--- config.mk ---
export PLATFORM = sky130hd
export DESIGN_NAME = ws2812b_chain_ctrl
export DESIGN_NICKNAME = d
export VERILOG_FILES = /design/src/rtl/ws2812b_pkg.sv /design/src/rtl/ws2812b_bit_timer.sv /design/src/rtl/ws2812b_chain_ctrl.sv
export SDC_FILE = /design/constraint.sdc
export NUM_CORES = 1
export LEC_CHECK = 0
export CORE_UTILIZATION = 35
export CTS_CLUSTER_DIAMETER = 100
export DETAILED_ROUTE_END_ITERATION = 10
export SYNTH_ARGS = -nofsm -noshare
export SYNTH_HDL_FRONTEND = slang
export SYNTH_SLANG_ARGS = --single-unit
export TNS_END_PERCENT = 10
--- constraint.sdc ---
create_clock -name clk -period 10.1 [get_ports clk]
set_input_delay 1.01 -clock clk [delete_from_list [all_inputs] [get_ports clk]]
set_output_delay 1.01 -clock clk [all_outputs]
set_load 0.02 [all_outputs]
--- src/rtl/ws2812b_pkg.sv ---
// ws2812b_pkg
// Shared definitions for the WS2812B chain controller: register word
// addresses, CONTROL/STATUS/IRQ bit positions and masks, the DEV_ID value,
// the frame sequencer state encoding and a byte-lane merge helper.
package ws2812b_pkg;

  localparam logic [31:0] DEV_ID_VALUE = 32'hECE4_5310;

  // Word addresses
  localparam int unsigned ADDR_DEV_ID     = 0;
  localparam int unsigned ADDR_CONTROL    = 1;
  localparam int unsigned ADDR_STATUS     = 2;
  localparam int unsigned ADDR_IM         = 3;
  localparam int unsigned ADDR_IRQ        = 4;
  localparam int unsigned ADDR_LENGTH     = 5;
  localparam int unsigned ADDR_PIXEL_BASE = 8;

  // CONTROL bits
  localparam int unsigned CTRL_START_BIT = 0;
  localparam int unsigned CTRL_AUTO_BIT  = 1;

  // STATUS bits
  localparam int unsigned STAT_BUSY_BIT = 0;
  localparam int unsigned STAT_IDX_LSB  = 8;

  // IRQ / IM bits
  localparam int unsigned IRQ_DONE_BIT = 0;
  localparam int unsigned IRQ_REJ_BIT  = 1;
  localparam logic [1:0]  IRQ_DONE_MASK = 2'b01;
  localparam logic [1:0]  IRQ_REJ_MASK  = 2'b10;

  // Frame sequencer states (fixed encoding kept from the legacy design)
  typedef enum logic [2:0] {
    ST_IDLE  = 3'd0,
    ST_LOAD  = 3'd1,
    ST_HIGH  = 3'd2,
    ST_LOW   = 3'd3,
    ST_LATCH = 3'd4
  } state_t;

  // Replace the byte lanes of old_v selected by be with those of new_v.
  function automatic logic [31:0] be_merge(input logic [31:0] old_v,
                                           input logic [31:0] new_v,
                                           input logic [3:0]  be);
    logic [31:0] r;
    r = old_v;
    for (int unsigned i = 0; i < 4; i++) begin
      if (be[i]) r[8*i +: 8] = new_v[8*i +: 8];
    end
    return r;
  endfunction

endpackage

--- src/rtl/ws2812b_bit_timer.sv ---
// ws2812b_bit_timer
// Generates the waveform of one WS2812B bit: the line is high for T1H_CYC
// (bit=1) or T0H_CYC (bit=0) cycles, then low until TBIT_CYC cycles have
// elapsed. A go pulse in the same cycle as o_done starts the next bit with
// no gap, so consecutive bits are exactly TBIT_CYC apart.
// Ports:
//   i_clk, i_reset  clock, synchronous active-high reset
//   i_go            start a bit (line rises on this edge)
//   i_bit           value of the bit being started, sampled with i_go
//   o_line          serial line level
//   o_high_end      last cycle of the high phase
//   o_done          last cycle of the bit period
module ws2812b_bit_timer #(
  parameter int unsigned T0H_CYC  = 20,
  parameter int unsigned T1H_CYC  = 40,
  parameter int unsigned TBIT_CYC = 63,
  parameter int unsigned CNT_W    = 12
) (
  input  logic i_clk,
  input  logic i_reset,
  input  logic i_go,
  input  logic i_bit,
  output logic o_line,
  output logic o_high_end,
  output logic o_done
);

  logic [CNT_W-1:0] r_cnt;
  logic             r_active;
  logic             r_bit;
  logic             r_line;
  logic [CNT_W-1:0] w_th_last;

  assign w_th_last  = r_bit ? CNT_W'(T1H_CYC - 1) : CNT_W'(T0H_CYC - 1);
  assign o_high_end = r_active && r_line && (r_cnt == w_th_last);
  assign o_done     = r_active && (r_cnt == CNT_W'(TBIT_CYC - 1));
  assign o_line     = r_line;

  always_ff @(posedge i_clk) begin
    if (i_reset) begin
      r_cnt    <= '0;
      r_active <= 1'b0;
      r_bit    <= 1'b0;
      r_line   <= 1'b0;
    end else if (i_go) begin
      r_cnt    <= '0;
      r_active <= 1'b1;
      r_bit    <= i_bit;
      r_line   <= 1'b1;
    end else if (r_active) begin
      if (o_done) begin
        r_active <= 1'b0;
      end else begin
        r_cnt <= r_cnt + 1'b1;
        if (o_high_end) r_line <= 1'b0;
      end
    end
  end

endmodule

--- src/rtl/ws2812b_chain_ctrl.sv ---
// ws2812b_chain_ctrl
// Avalon-MM slave register file with shadow pixel storage and a WS2812B
// serializer for one data line. A frame sends a snapshot of LENGTH pixels
// (G,R,B, MSB first) taken at start, followed by a low latch period.
// Optional feature macro: WS2812B_AUTO_REFRESH_EN (CONTROL.AUTO restarts
// frames back to back while set).
// Ports:
//   clk, reset                 clock, synchronous active-high reset
//   slave_address/read/write   Avalon-MM word address and strobes
//   slave_writedata/byteenable write data and byte lanes
//   slave_readdata             combinational read data
//   data_out                   WS2812B serial line
//   busy                       frame in progress, including latch period
//   irq_out                    |(IM & IRQ)
module ws2812b_chain_ctrl
  import ws2812b_pkg::*;
#(
  parameter int unsigned NUM_PIXELS = 8,
  parameter int unsigned ADDR_W     = 4,
  parameter int unsigned T0H_CYC    = 20,
  parameter int unsigned T1H_CYC    = 40,
  parameter int unsigned TBIT_CYC   = 63,
  parameter int unsigned TRST_CYC   = 2750
) (
  input  logic              clk,
  input  logic              reset,
  input  logic [ADDR_W-1:0] slave_address,
  input  logic              slave_read,
  input  logic              slave_write,
  output logic [31:0]       slave_readdata,
  input  logic [31:0]       slave_writedata,
  input  logic [3:0]        slave_byteenable,
  output logic              data_out,
  output logic              busy,
  output logic              irq_out
);

  localparam int unsigned CNT_MAX = (TRST_CYC > TBIT_CYC) ? TRST_CYC : TBIT_CYC;
  localparam int unsigned CNT_W   = $clog2(CNT_MAX + 1);
  localparam int unsigned LEN_W   = $clog2(NUM_PIXELS + 1);
  localparam int unsigned IDX_W   = (NUM_PIXELS > 1) ? $clog2(NUM_PIXELS) : 1;

  // Register file
  logic [23:0]      r_pix_shadow [NUM_PIXELS];
  logic [LEN_W-1:0] r_len;
  logic [1:0]       r_im;
  logic [1:0]       r_irq;
  logic             r_start_pend;
  logic             w_auto;

  // Frame engine
  state_t           r_state;
  logic [23:0]      r_pix_act [NUM_PIXELS];
  logic [LEN_W-1:0] r_len_act;
  logic [IDX_W-1:0] r_idx;
  logic [4:0]       r_bitn;
  logic [CNT_W-1:0] r_lcnt;
  logic             r_busy;

  // Decode
  logic [31:0]      w_addr32;
  logic [31:0]      w_pix_off;
  logic             w_pix_sel;
  logic [IDX_W-1:0] w_pix_idx;
  logic [31:0]      w_pix_merged;
  logic [31:0]      w_len_merged;
  logic [LEN_W-1:0] w_len_next;
  logic             w_wr_ctrl, w_wr_im, w_wr_irq, w_wr_len, w_wr_pix;
  logic             w_start_req, w_start_ok, w_start_rej;
  logic [1:0]       w_irq_clr, w_irq_set;
  logic             w_done_set;

  // Bit sequencing
  logic             w_go, w_go_bit, w_last, w_high_end, w_done, w_line;
  logic [IDX_W-1:0] w_idx_nx;

  assign w_addr32  = 32'(slave_address);
  assign w_pix_off = w_addr32 - 32'(ADDR_PIXEL_BASE);
  assign w_pix_sel = (w_addr32 >= 32'(ADDR_PIXEL_BASE)) && (w_pix_off < 32'(NUM_PIXELS));
  assign w_pix_idx = w_pix_sel ? w_pix_off[IDX_W-1:0] : '0;

  assign w_wr_ctrl = slave_write && (w_addr32 == 32'(ADDR_CONTROL));
  assign w_wr_im   = slave_write && (w_addr32 == 32'(ADDR_IM));
  assign w_wr_irq  = slave_write && (w_addr32 == 32'(ADDR_IRQ));
  assign w_wr_len  = slave_write && (w_addr32 == 32'(ADDR_LENGTH));
  assign w_wr_pix  = slave_write && w_pix_sel;

  assign w_pix_merged = be_merge({8'h00, r_pix_shadow[w_pix_idx]}, slave_writedata, slave_byteenable);
  assign w_len_merged = be_merge(32'(r_len), slave_writedata, slave_byteenable);
  assign w_len_next   = (w_len_merged > 32'(NUM_PIXELS)) ? LEN_W'(NUM_PIXELS)
                                                         : w_len_merged[LEN_W-1:0];

  // Acceptance uses the registered busy, so a START landing on the edge where
  // busy falls is still rejected; a pending START also blocks a second one.
  assign w_start_req = w_wr_ctrl && slave_byteenable[0] && slave_writedata[CTRL_START_BIT];
  assign w_start_ok  = w_start_req && !r_busy && !r_start_pend && (r_len != '0);
  assign w_start_rej = w_start_req && !w_start_ok;

  assign w_done_set = (r_state == ST_LATCH) && (r_lcnt == CNT_W'(TRST_CYC - 1));
  assign w_irq_set  = (w_start_rej ? IRQ_REJ_MASK : 2'b00) | (w_done_set ? IRQ_DONE_MASK : 2'b00);
  assign w_irq_clr  = (w_wr_irq && slave_byteenable[0]) ? slave_writedata[1:0] : 2'b00;

`ifdef WS2812B_AUTO_REFRESH_EN
  logic r_auto;
  always_ff @(posedge clk) begin
    if (reset) begin
      r_auto <= 1'b0;
    end else if (w_wr_ctrl && slave_byteenable[0]) begin
      r_auto <= slave_writedata[CTRL_AUTO_BIT];
    end
  end
  assign w_auto = r_auto;
`else
  assign w_auto = 1'b0;
`endif

  always_ff @(posedge clk) begin
    if (reset) begin
      r_len <= LEN_W'(NUM_PIXELS);
      r_im  <= '0;
      r_irq <= '0;
      for (int unsigned i = 0; i < NUM_PIXELS; i++) r_pix_shadow[i] <= '0;
    end else begin
      if (w_wr_len) r_len <= w_len_next;
      if (w_wr_im && slave_byteenable[0]) r_im <= slave_writedata[1:0];
      if (w_wr_pix) r_pix_shadow[w_pix_idx] <= w_pix_merged[23:0];
      // Set has priority over a same-cycle write-1-to-clear.
      r_irq <= (r_irq & ~w_irq_clr) | w_irq_set;
    end
  end

  assign w_last   = (r_bitn == 5'd0) && ((32'(r_idx) + 32'd1) == 32'(r_len_act));
  assign w_idx_nx = (32'(r_idx) == NUM_PIXELS - 1) ? r_idx : r_idx + 1'b1;

  // LOAD issues the first bit straight from the shadow copy because the
  // active snapshot is only written on that same edge.
  always_comb begin
    w_go     = 1'b0;
    w_go_bit = 1'b0;
    case (r_state)
      ST_LOAD: begin
        w_go     = 1'b1;
        w_go_bit = r_pix_shadow[0][23];
      end
      ST_LOW: begin
        if (w_done && !w_last) begin
          w_go = 1'b1;
          if (r_bitn == 5'd0) w_go_bit = r_pix_act[w_idx_nx][23];
          else                w_go_bit = r_pix_act[r_idx][r_bitn - 5'd1];
        end
      end
      default: ;
    endcase
  end

  always_ff @(posedge clk) begin
    if (reset) begin
      r_state      <= ST_IDLE;
      r_busy       <= 1'b0;
      r_start_pend <= 1'b0;
      r_len_act    <= '0;
      r_idx        <= '0;
      r_bitn       <= '0;
      r_lcnt       <= '0;
      for (int unsigned i = 0; i < NUM_PIXELS; i++) r_pix_act[i] <= '0;
    end else begin
      if (w_start_ok) r_start_pend <= 1'b1;
      case (r_state)
        ST_IDLE: begin
          if (r_start_pend) begin
            r_start_pend <= 1'b0;
            r_busy       <= 1'b1;
            r_state      <= ST_LOAD;
          end
        end
        ST_LOAD: begin
          r_pix_act <= r_pix_shadow;
          r_len_act <= r_len;
          r_idx     <= '0;
          r_bitn    <= 5'd23;
          r_state   <= ST_HIGH;
        end
        ST_HIGH: begin
          if (w_high_end) r_state <= ST_LOW;
        end
        ST_LOW: begin
          if (w_done) begin
            if (w_last) begin
              r_lcnt  <= '0;
              r_state <= ST_LATCH;
            end else begin
              r_state <= ST_HIGH;
              if (r_bitn == 5'd0) begin
                r_bitn <= 5'd23;
                r_idx  <= w_idx_nx;
              end else begin
                r_bitn <= r_bitn - 5'd1;
              end
            end
          end
        end
        ST_LATCH: begin
          if (w_done_set) begin
            if (w_auto && (r_len != '0)) begin
              r_state <= ST_LOAD;
            end else begin
              r_state <= ST_IDLE;
              r_busy  <= 1'b0;
            end
          end else begin
            r_lcnt <= r_lcnt + 1'b1;
          end
        end
        default: begin
          r_state <= ST_IDLE;
          r_busy  <= 1'b0;
        end
      endcase
    end
  end

  ws2812b_bit_timer #(
    .T0H_CYC (T0H_CYC),
    .T1H_CYC (T1H_CYC),
    .TBIT_CYC(TBIT_CYC),
    .CNT_W   (CNT_W)
  ) u_bit_timer (
    .i_clk     (clk),
    .i_reset   (reset),
    .i_go      (w_go),
    .i_bit     (w_go_bit),
    .o_line    (w_line),
    .o_high_end(w_high_end),
    .o_done    (w_done)
  );

  always_comb begin
    slave_readdata = '0;
    if (slave_read) begin
      if (w_pix_sel) begin
        slave_readdata = {8'h00, r_pix_shadow[w_pix_idx]};
      end else begin
        case (w_addr32)
          32'(ADDR_DEV_ID):  slave_readdata = DEV_ID_VALUE;
          32'(ADDR_CONTROL): slave_readdata = {30'd0, w_auto, 1'b0};
          32'(ADDR_STATUS):  slave_readdata = {16'd0, 8'(r_idx), 7'd0, r_busy};
          32'(ADDR_IM):      slave_readdata = {30'd0, r_im};
          32'(ADDR_IRQ):     slave_readdata = {30'd0, r_irq};
          32'(ADDR_LENGTH):  slave_readdata = 32'(r_len);
          default:           slave_readdata = '0;
        endcase
      end
    end
  end

  assign data_out = w_line;
  assign busy     = r_busy;
  assign irq_out  = |(r_im & r_irq);

endmodule

==> flow_metrics.env <==
export IMPL_ios=79
export IMPL_start_util_pct=35.5
export IMPL_grt_pass1_wl_um=93300
export IMPL_cts_path_max_buffers=3
export IMPL_htreeDepth=2
export IMPL_port_buffers=75
export IMPL_firstDrtPassIters=5
export IMPL_path_clk_slew_ps=60
export IMPL_avgSynthCellArea_um2=8.39
export IMPL_dpl_cell_count=2994
export IMPL_cts_sinks=436
export IMPL_vdd_drop_max_mv=0.112
export IMPL_overflow=0
export IMPL_grt_pass1_vias=16200
export IMPL_grt_max_degree=254
export IMPL_setup_slack_ps=3790
export IMPL_worstPathArrival_ps=5300
export IMPL_ant_nets=0
export IMPL_status="complete, no violations"
export IMPL_wl_per_cell_um=19.5
export IMPL_leakagePower_nw=6.92
export IMPL_cts_resized=0
export IMPL_end_kind="output pin"
export IMPL_synth_edf_count=0
export IMPL_synthTopCellsByCount="nand2_1 (634), dfxtp_1 (436), a21oi_1 (283)"
export IMPL_finalCriticalPeriod_ps=6310
export IMPL_maxCapViolations=0
export IMPL_grt_usage_pct=21.0
export IMPL_gp_congestion=0.912
export IMPL_rsz0062_at_grt="false"
export IMPL_area_growth_pct=13.1
export IMPL_antenna_found_initial=1
export IMPL_hold_class="reg -> reg"
export IMPL_final_layout_size_suffix_gt1_share_pct=8.79
export IMPL_worstSkewPairLatency_ps=590
export IMPL_tritoncts="yes"
export IMPL_critPathMaxFanout=22
export IMPL_die_x_um=239
export IMPL_power_total_w=0.00369
export IMPL_async_flop_share_pct=0
export IMPL_die_height_um=239
export IMPL_power_density_nw_per_um2=166
export IMPL_ys_warn_count=0
export IMPL_hold_buffers=0
export IMPL_timing_final_crit_share_pct=62.4
export IMPL_pre_cts_slack_ps=3880
export IMPL_ys_seq_area_share_pct=44.5
export IMPL_final_hold_viol_count=0
export IMPL_dr_first_iter_drc_count=1615
export IMPL_synth_top_area_share_pct=44.5
export IMPL_cp_required_ps=9090
export IMPL_dieArea_um2=57000
export IMPL_ys_top_cells_by_area="dfxtp_1 (45%), nand2_1 (12%), mux4_2 (7.9%)"
export IMPL_syn_cell_area_um2=19600
export IMPL_viasPerCell=5.48
export IMPL_slew_viol_final=0
export IMPL_cts_setup_buffers=0
export IMPL_setup_viol=0
export IMPL_finClkSkew_ps=28.6
export IMPL_path_class="in -> out"
export IMPL_yosys_area_top_type="dfxtp_1"
export IMPL_fillers=5561
export IMPL_synth_ff_type="dfxtp_1"
export IMPL_tightest_slew_ps=1260
export IMPL_tns_ps=0
export IMPL_fin_area_um2=22200
export IMPL_timing_slew_headroom_pct=16.1
export IMPL_postSynthRegisterBits=436
export IMPL_fp_row_count=86
export IMPL_yosysMostFrequentCell="nand2_1"
export IMPL_routed_wl_um=60000
export IMPL_synth_cells=2336
export IMPL_nets=2345
export IMPL_fin_cells=3071
export IMPL_cts_buffers=45
export IMPL_post_dp_cell_area_um2=20800
export IMPL_fmax_mhz=159
export IMPL_cts_root_buf="clkbuf_16"
export IMPL_place_hpwl_um=38200
export IMPL_start_kind="input pin"
export IMPL_ys_types=65
export IMPL_via_count=16800
export IMPL_core_region_area_um2=55200
export IMPL_drc_errors=0
state kept, by name, summed over array words and instances (netlist names):
register,flops
u_bit_timer.o_line,1
r_idx,3
r_lcnt,12
u_bit_timer.r_bit,1
r_len_act,4
r_pix_act,192
r_irq,2
u_bit_timer.r_active,1
r_start_pend,1
r_bitn,5
r_state,3
r_pix_shadow,192
u_bit_timer.r_cnt,12
r_im,2
busy,1
r_len,4
layer usage:
metal / vias up / routed length (um) / global-route usage, %
li1: 8090 / - / -
met1: 8084 / 26900 / 28.4
met2: 544 / 26300 / 32.2
met3: 120 / 4480 / 4.55
met4: 2 / 2240 / 9.03
met5: - / 12 / 0
logic make-up (layout without fill, tap and decap cells):
family	after synthesis	count (layout)	synth area share [%]
XOR/XNOR	14	14	0.625
multiplexers	130	130	11.2
buffers and inverters	213	197	4.50
AO/OA/AOI/OAI	567	567	18.1
flip-flops	436	436	44.5
AND/OR/NAND/NOR	967	967	20.5
other	1	4	0.0191
adder cells (fa/ha/maj)	8	8	0.511
worst paths after layout:
check                           depth (start not counted)                             end  slack, ps                       start
worst min register to register                          2      r_pix_act[97]$_SDFFE_PP0P_        450  r_pix_act[97]$_SDFFE_PP0P_
worst min-delay path                                    2      r_pix_act[97]$_SDFFE_PP0P_        450  r_pix_act[97]$_SDFFE_PP0P_
worst max-delay path                                    7               slave_readdata[9]       3790            slave_address[1]
worst max register to register                          9  u_bit_timer.r_bit$_SDFFE_PP0P_       5840      r_bitn[0]$_SDFFE_PP0P_
power by group:
group | leakage (nW) | switching [W] | internal [W] | total (W)
clock network | 0.676 | 0.000680 | 0.000908 | 0.00159
logic | 2.73 | 0.000245 | 0.0000966 | 0.000341
registers | 3.52 | 0.0000191 | 0.00174 | 0.00176
total | 6.92 | 0.000944 | 0.00275 | 0.00369
critical path: stages:
cell and delay (ps):
clkdlybuf4s50_1 710, inv_1 980, nand4_1 900, inv_1 670, a21oi_1 110, o21ai_0 220
clkdlybuf4s50_1 690
final cells by class:
type	instances	area [um^2]	share of cell area, %
multi-input cells	1689	10100	45.5
well taps	748	936	4.22
repair buffers	100	963	4.35
inverters	21	78.8	0.356
flip-flops and latches	436	8730	39.4
clock inverters	5	28.8	0.130
diodes	1	2.50	0.0113
clock buffers	71	1350	6.07
cell usage in the layout, fill, tap and decap left out, drive strengths merged, types with 5 or more instances in the layout:
cell,count
o21a,16
a22oi,10
o22ai,24
mux4,69
nand2,635
mux2i,38
dfxtp,436
or4,5
xor2,10
a32o,15
clkdlybuf4s50,73
or2,5
clkbuf,71
buf,27
nand2b,22
o21ai,24
clkinv,6
ha,8
or3,5
and2,10
inv,20
nand3,12
mux2,23
a21oi,283
o31a,6
nor4,22
nor3,10
nor2,191
a211oi,142
and3,14
nand4,13
nor2b,13
through the flow:
stage	util [%]	hold slack, ps
after CTS	40.2	453
after detailed placement	37.7	445
after global routing	40.2	466
after floorplan	-	432
after global placement	37.7	440
final	40.2	451
Power figures use the tool's default switching activity.
